File: src/rtl/ps2_pkg.sv
// ps2_pkg: shared PS/2 prefix bytes, default game key codes and parser state type.
package ps2_pkg;
    localparam logic [7:0] PS2_EXT   = 8'hE0;
    localparam logic [7:0] PS2_BRK   = 8'hF0;
    localparam logic [7:0] KEY_RIGHT = 8'h74;
    localparam logic [7:0] KEY_DOWN  = 8'h72;
    localparam logic [7:0] KEY_LEFT  = 8'h6B;
    typedef enum logic [1:0] {IDLE, EXT, BRK, EXT_BRK} ps2_state_e;
endpackage

File: src/rtl/ps2_byte_handshake.sv
// ps2_byte_handshake: synchronises scan_ready, accepts each ready level once and acknowledges it with read.
module ps2_byte_handshake (
    input  logic       clk_i,
    input  logic       rst_i,
    input  logic       scan_ready_i,
    input  logic [7:0] scan_code_i,
    output logic       read_o,
    output logic       byte_valid_o,
    output logic [7:0] byte_data_o
);
    logic [1:0] sync_q;
    logic       ack_wait_q, ack_wait_d, read_q;
    always_comb begin
        byte_valid_o = sync_q[1] & ~ack_wait_q;
        byte_data_o  = scan_code_i;
        // stay in ACK_WAIT until the receiver drops its ready level
        ack_wait_d   = byte_valid_o ? 1'b1 : ack_wait_q & sync_q[1];
        read_o       = read_q;
    end
    always_ff @(posedge clk_i or posedge rst_i) begin
        if (rst_i) begin
            sync_q     <= '0;
            ack_wait_q <= 1'b0;
            read_q     <= 1'b0;
        end else begin
            sync_q     <= {sync_q[0], scan_ready_i};
            ack_wait_q <= ack_wait_d;
            read_q     <= byte_valid_o;
        end
    end
endmodule

File: src/rtl/ps2_key_decoder.sv
// ps2_key_decoder: parses E0/F0 prefixed scan bytes into held state and one press pulse per key hit.
// Define PS2_AUTOREPEAT_EN to make typematic repeats of a held key pulse again.
module ps2_key_decoder
    import ps2_pkg::*;
#(
    parameter logic [7:0] CODE_B1        = KEY_RIGHT,
    parameter logic [7:0] CODE_B2        = KEY_DOWN,
    parameter logic [7:0] CODE_B3        = KEY_LEFT,
    parameter int         TIMEOUT_CYCLES = 2500000
) (
    input  logic       CLOCK_50,
    input  logic       reset,
    input  logic       scan_ready,
    input  logic [7:0] scan_code,
    input  logic       game,
    output logic       read,
    output logic       button1,
    output logic       button2,
    output logic       button3,
    output logic [2:0] key_held,
    output logic       prefix_err
);
    localparam int CW = $clog2(TIMEOUT_CYCLES + 1);
    logic          byte_valid;
    logic [7:0]    byte_data;
    ps2_state_e    state_q, state_d;
    logic [CW-1:0] cnt_q, cnt_d;
    logic [2:0]    held_q, held_d, btn_q, btn_d, hit, press;
    logic          err_q, err_d, is_ext, is_brk, do_make, do_brk, timeout;

    ps2_byte_handshake u_hs (
        .clk_i        (CLOCK_50),
        .rst_i        (reset),
        .scan_ready_i (scan_ready),
        .scan_code_i  (scan_code),
        .read_o       (read),
        .byte_valid_o (byte_valid),
        .byte_data_o  (byte_data)
    );

    always_comb begin
        is_ext  = byte_data == PS2_EXT;
        is_brk  = byte_data == PS2_BRK;
        hit     = {byte_data == CODE_B3, byte_data == CODE_B2, byte_data == CODE_B1};
        do_brk  = byte_valid && (state_q == BRK || state_q == EXT_BRK);
        do_make = byte_valid && !do_brk && !is_ext && !is_brk;
        timeout = !byte_valid && state_q != IDLE && cnt_q == CW'(TIMEOUT_CYCLES - 1);
`ifdef PS2_AUTOREPEAT_EN
        press   = hit;
`else
        press   = hit & ~held_q;
`endif
        state_d = byte_valid ? (do_brk ? IDLE : is_ext ? EXT : is_brk ? (state_q == EXT ? EXT_BRK : BRK) : IDLE)
                             : (timeout ? IDLE : state_q);
        cnt_d   = (byte_valid || timeout || state_q == IDLE) ? '0 : cnt_q + CW'(1);
        held_d  = do_make ? held_q | hit : do_brk ? held_q & ~hit : held_q;
        btn_d   = (do_make && game) ? press : 3'b000;
        err_d   = timeout;
    end

    always_ff @(posedge CLOCK_50 or posedge reset) begin
        if (reset) begin
            state_q <= IDLE;
            cnt_q   <= '0;
            held_q  <= '0;
            btn_q   <= '0;
            err_q   <= 1'b0;
        end else begin
            state_q <= state_d;
            cnt_q   <= cnt_d;
            held_q  <= held_d;
            btn_q   <= btn_d;
            err_q   <= err_d;
        end
    end

    assign {button3, button2, button1} = btn_q;
    assign key_held   = held_q;
    assign prefix_err = err_q;
endmodule

File: config.mk
export PLATFORM = sky130hd
export DESIGN_NAME = ps2_key_decoder
export DESIGN_NICKNAME = d
export VERILOG_FILES = /design/src/rtl/ps2_pkg.sv /design/src/rtl/ps2_byte_handshake.sv /design/src/rtl/ps2_key_decoder.sv
export SDC_FILE = /design/constraint.sdc
export NUM_CORES = 1
export LEC_CHECK = 0
export CAP_MARGIN = 25
export CORE_ASPECT_RATIO = 0.9
export CORE_UTILIZATION = 25
export CTS_BUF_LIST = sky130_fd_sc_hd__clkbuf_4 sky130_fd_sc_hd__clkbuf_8
export DETAILED_ROUTE_END_ITERATION = 8
export GPL_TIMING_DRIVEN = 1
export PLACE_DENSITY_LB_ADDON = 0.2
export SLEW_MARGIN = 20
export SYNTH_ARGS = -nofsm -noshare
export SYNTH_HDL_FRONTEND = slang
export SYNTH_SLANG_ARGS = --single-unit
export TNS_END_PERCENT = 50
File: constraint.sdc
create_clock -name CLOCK_50 -period 2.6 [get_ports CLOCK_50]
set_clock_uncertainty 0.15 [all_clocks]
set_input_delay 0.78 -clock CLOCK_50 [delete_from_list [all_inputs] [get_ports CLOCK_50]]
set_output_delay 0.78 -clock CLOCK_50 [all_outputs]
set_load 0.01 [all_outputs]
==> impl_summary.log <==
INFO  metric outcome = complete, no violations
INFO  metric met3WireLength = approximately 160 µm
INFO  metric finish.cell_count_without_fillers = 283
INFO  metric global_route_wire_length_before_repair = approximately 5500 µm
INFO  metric synth_area_leaders = sky130_fd_sc_hd__dfrtp_1 53%, sky130_fd_sc_hd__xnor2_1 4.7%, sky130_fd_sc_hd__nor2_1 3.8%
INFO  metric powerDensity = around 470 mW/mm²
INFO  metric ios = 20
INFO  metric worst_r2r_startpoint = cnt_q[0]$_DFF_PP0_
INFO  metric final_core_util = 0.336
INFO  metric clkTransAtPathRegs = ~0.070 ns
INFO  metric synth.ff_latch_count = 35
INFO  metric critPathCaptureType = register
INFO  metric htree_num_levels = 2
INFO  metric drtAntennaViolNets = 0
INFO  metric finalWeightedCongestion = around 0.73
INFO  metric worst_hold_path.num_cells = 0
INFO  metric synth_cells = 168
INFO  metric synth.cell_area = about 0.0017 mm²
INFO  metric worst_relative_slew_slack = 0.701
INFO  metric antenna_cells_inserted = 0
INFO  metric floorplan.die.width = ~88 µm
INFO  metric postPlaceCellArea = approximately 0.002 mm²
INFO  metric final_cell_mix = 35 x sky130_fd_sc_hd__dfrtp_1, 17 x sky130_fd_sc_hd__nor2_1, 16 x sky130_fd_sc_hd__clkdlybuf4s50_1
INFO  metric layout.cells.most_common = sky130_fd_sc_hd__dfrtp_1
INFO  metric cts_hold_repair.buffers = 0
INFO  metric cts-root-to-sink-buffers = 2
INFO  metric crit-reg2reg-capture = cnt_q[18]$_DFF_PP0_
INFO  metric grt_start_max_net_pins = 36
INFO  metric grt_overflow_total = 0
INFO  metric layout_worst_path_cycle_share = 0.973
INFO  metric post-synth-top-area-fraction = 0.527
INFO  metric fp.coreArea = ~0.0063 mm²
INFO  metric worst-endpoint-arrival = approximately 2.6 ns
INFO  metric cts_root_buf = sky130_fd_sc_hd__clkbuf_8
INFO  metric final_power = ~1 mW
INFO  metric timing_hold_violations_final = 0
INFO  metric crit_start_category = primary input
INFO  metric route.detailed.wl_per_inst = between 10 and 15 µm
INFO  metric class_of_the_most_critical_hold_timing_path = reg -> reg
INFO  metric r2r_slack = 0.35 ns
INFO  metric final_nets = approximately 210
INFO  metric dpl.hpwl = 2340 µm
INFO  metric setup_repair_after_global_routing_missed_its_margin = no
INFO  metric post_place_setup_slack = -0.282 ns
INFO  metric synthDominantAreaCellType = sky130_fd_sc_hd__dfrtp_1
INFO  metric detail_route.first_pass.iterations = 4
INFO  metric placement.io_buffers = 19
INFO  metric totalNegativeSetupSlack = 0 ns
INFO  metric cts_tree = done
INFO  metric synthesis.yosys.warnings = 0
INFO  metric clock_latency = 0.28 ns
INFO  metric total_setup_violations_reported_at_the_end_of_the_flow = 0
INFO  metric wl_met2 = between 1000 and 1500 µm
INFO  metric gr-usage-all-layers = 0.104
INFO  metric synth_sequential_area_ratio = 0.527
INFO  metric worstSetupStartpoint = scan_code[7]
INFO  metric post_route_cells_drive_above_1_share = 0.112
INFO  metric leakage = between 0.8 and 0.9 nW
INFO  metric cap_viol_max_count = 0
INFO  metric slew_viol_final = 0
INFO  metric floorplan.die_area = 0.00698 mm²
INFO  metric die_y = a little under 80 µm
INFO  metric critical_path_fanout_max = 4
INFO  metric post_synth.cell_area_avg = 9.90 µm²
INFO  metric layout.cell_area.non_filler = 0.00211 mm²
INFO  metric timing.final.crit_period = between 2 and 3 ns
INFO  metric initialDrtViolationCount = 55
INFO  metric synth_to_final_area_change = 27.0%
INFO  metric detailroute.via_count = 1299
INFO  metric drt-total-wl = 3360 µm
INFO  metric clock_sink_count = 35
INFO  metric dpl.cell_count = 276
INFO  metric grt_pass1_vias = between 1000 and 1500
INFO  metric worstPathRequired = roughly 2.6 ns
INFO  metric num_rows = 27
INFO  metric top_routing_layer_used = met4
INFO  metric drt-vias-per-instance = between 4 and 5
INFO  metric layout_filler_cell_count = ~660
INFO  metric clock.fmax = a little under 400 MHz
INFO  metric antenna_found_initial = 0
INFO  metric hold-worst-slack = roughly 0.21 ns
INFO  metric cts_buffers = 5
INFO  metric r2r.worst_path.cells = 5
INFO  metric ff_latch_area = ~880 µm²
INFO  metric postCtsResizedCells = 0
INFO  metric multi_input_logic_area = 748 µm²
INFO  metric post-cts-setup-buffer-count = 0
INFO  metric tightest_slew = approximately 0.45 ns
INFO  metric layout_setup_ws = a little over 0.07 ns
INFO  metric syn-num-nets = between 150 and 200
INFO  metric met1Wirelength = 1710 µm
INFO  metric vdd_drop_max = approximately 0.00020 V
INFO  metric initial_core_util = 0.265
INFO  metric critical_path_class = in -> reg
INFO  metric worstHoldEndpoint = u_hs.sync_q[1]$_DFF_PP0_
INFO  metric yosys_cell_types = 33
INFO  metric worst_hold_launch = u_hs.sync_q[0]$_DFF_PP0_
INFO  metric post-route-drc-count = 0
-- routing by layer --
layer / vias to the layer above / track usage
met5: - / 0
met2: 28 / 0.140
met3: 5 / 0.0310
met4: 0 / 0.0443
met1: 607 / 0.151
li1: 659 / -
-- cells in the mapped netlist, drive strengths merged --
cell type / number
dfrtp: 35
nor2: 17
inv: 9
nand2: 9
nand3: 9
xnor2: 9
o21ai: 8
a21oi: 7
nand4: 7
nor3: 7
nor4: 6
or3: 6
o31ai: 5
or4: 5
clkbuf: 4
xor2: 4
nand2b: 3
and2: 2
and4: 2
buf: 2
nand3b: 2
nor3b: 2
or4b: 2
a2111o: 1
ha: 1
mux2i: 1
o21a: 1
o2bb2ai: 1
or3b: 1
-- cell type report --
| cell class | instances | share of cell area |
|---|---|---|
| timing repair buffer | 27 | 0.122 |
| clock buffer | 6 | 0.0391 |
| inverter | 9 | 0.0160 |
| sequential | 35 | 0.415 |
| multi-input combinational | 118 | 0.354 |
| clock inverter | 1 | 0.00237 |
| tap | 87 | 0.0515 |
-- power by group --
group | total [mW] | internal, mW | switching (mW)
registers | 0.552 | 0.549 | 0.00299
clock network | 0.395 | 0.208 | 0.187
logic | 0.0517 | 0.0264 | 0.0253
total | 0.999 | 0.783 | 0.215
-- kinds of logic after synthesis --
family          count (synthesis)  share of synthesized area
fa+ha+maj                       1                    0.00752
flops                          35                      0.527
xor+xnor                       13                     0.0685
mux                             1                    0.00602
buf+inv                        15                     0.0354
simple gates                   80                      0.272
compound gates                 23                     0.0843
-- worst max-delay path, cell delays in order --
cell	delay, ns
sky130_fd_sc_hd__clkdlybuf4s50_1	0.47
sky130_fd_sc_hd__or4b_2	0.57
sky130_fd_sc_hd__or3_1	0.38
sky130_fd_sc_hd__a2111o_1	0.30
sky130_fd_sc_hd__o31ai_1	0.07
-- worst max path at each step --
stage,slack (ns),endpoint
after global placement,-0.28,btn_q[0]$_DFF_PP0_
final,0.07,state_q[0]$_DFFE_PP0P_
after CTS,0.02,btn_q[0]$_DFF_PP0_
after detailed placement,-0.28,btn_q[0]$_DFF_PP0_
after global routing,0.02,state_q[0]$_DFFE_PP0P_
after floorplan,0.18,btn_q[1]$_DFF_PP0_
-- sequential cells by signal (all words and copies together), names as in the netlist, named ones only --
signal	cells
prefix_err	1
u_hs.read_o	1
state_q	2
u_hs.ack_wait_q	1
btn_q	3
u_hs.sync_q	2
cnt_q	22
(Power assumes the default switching activity.)
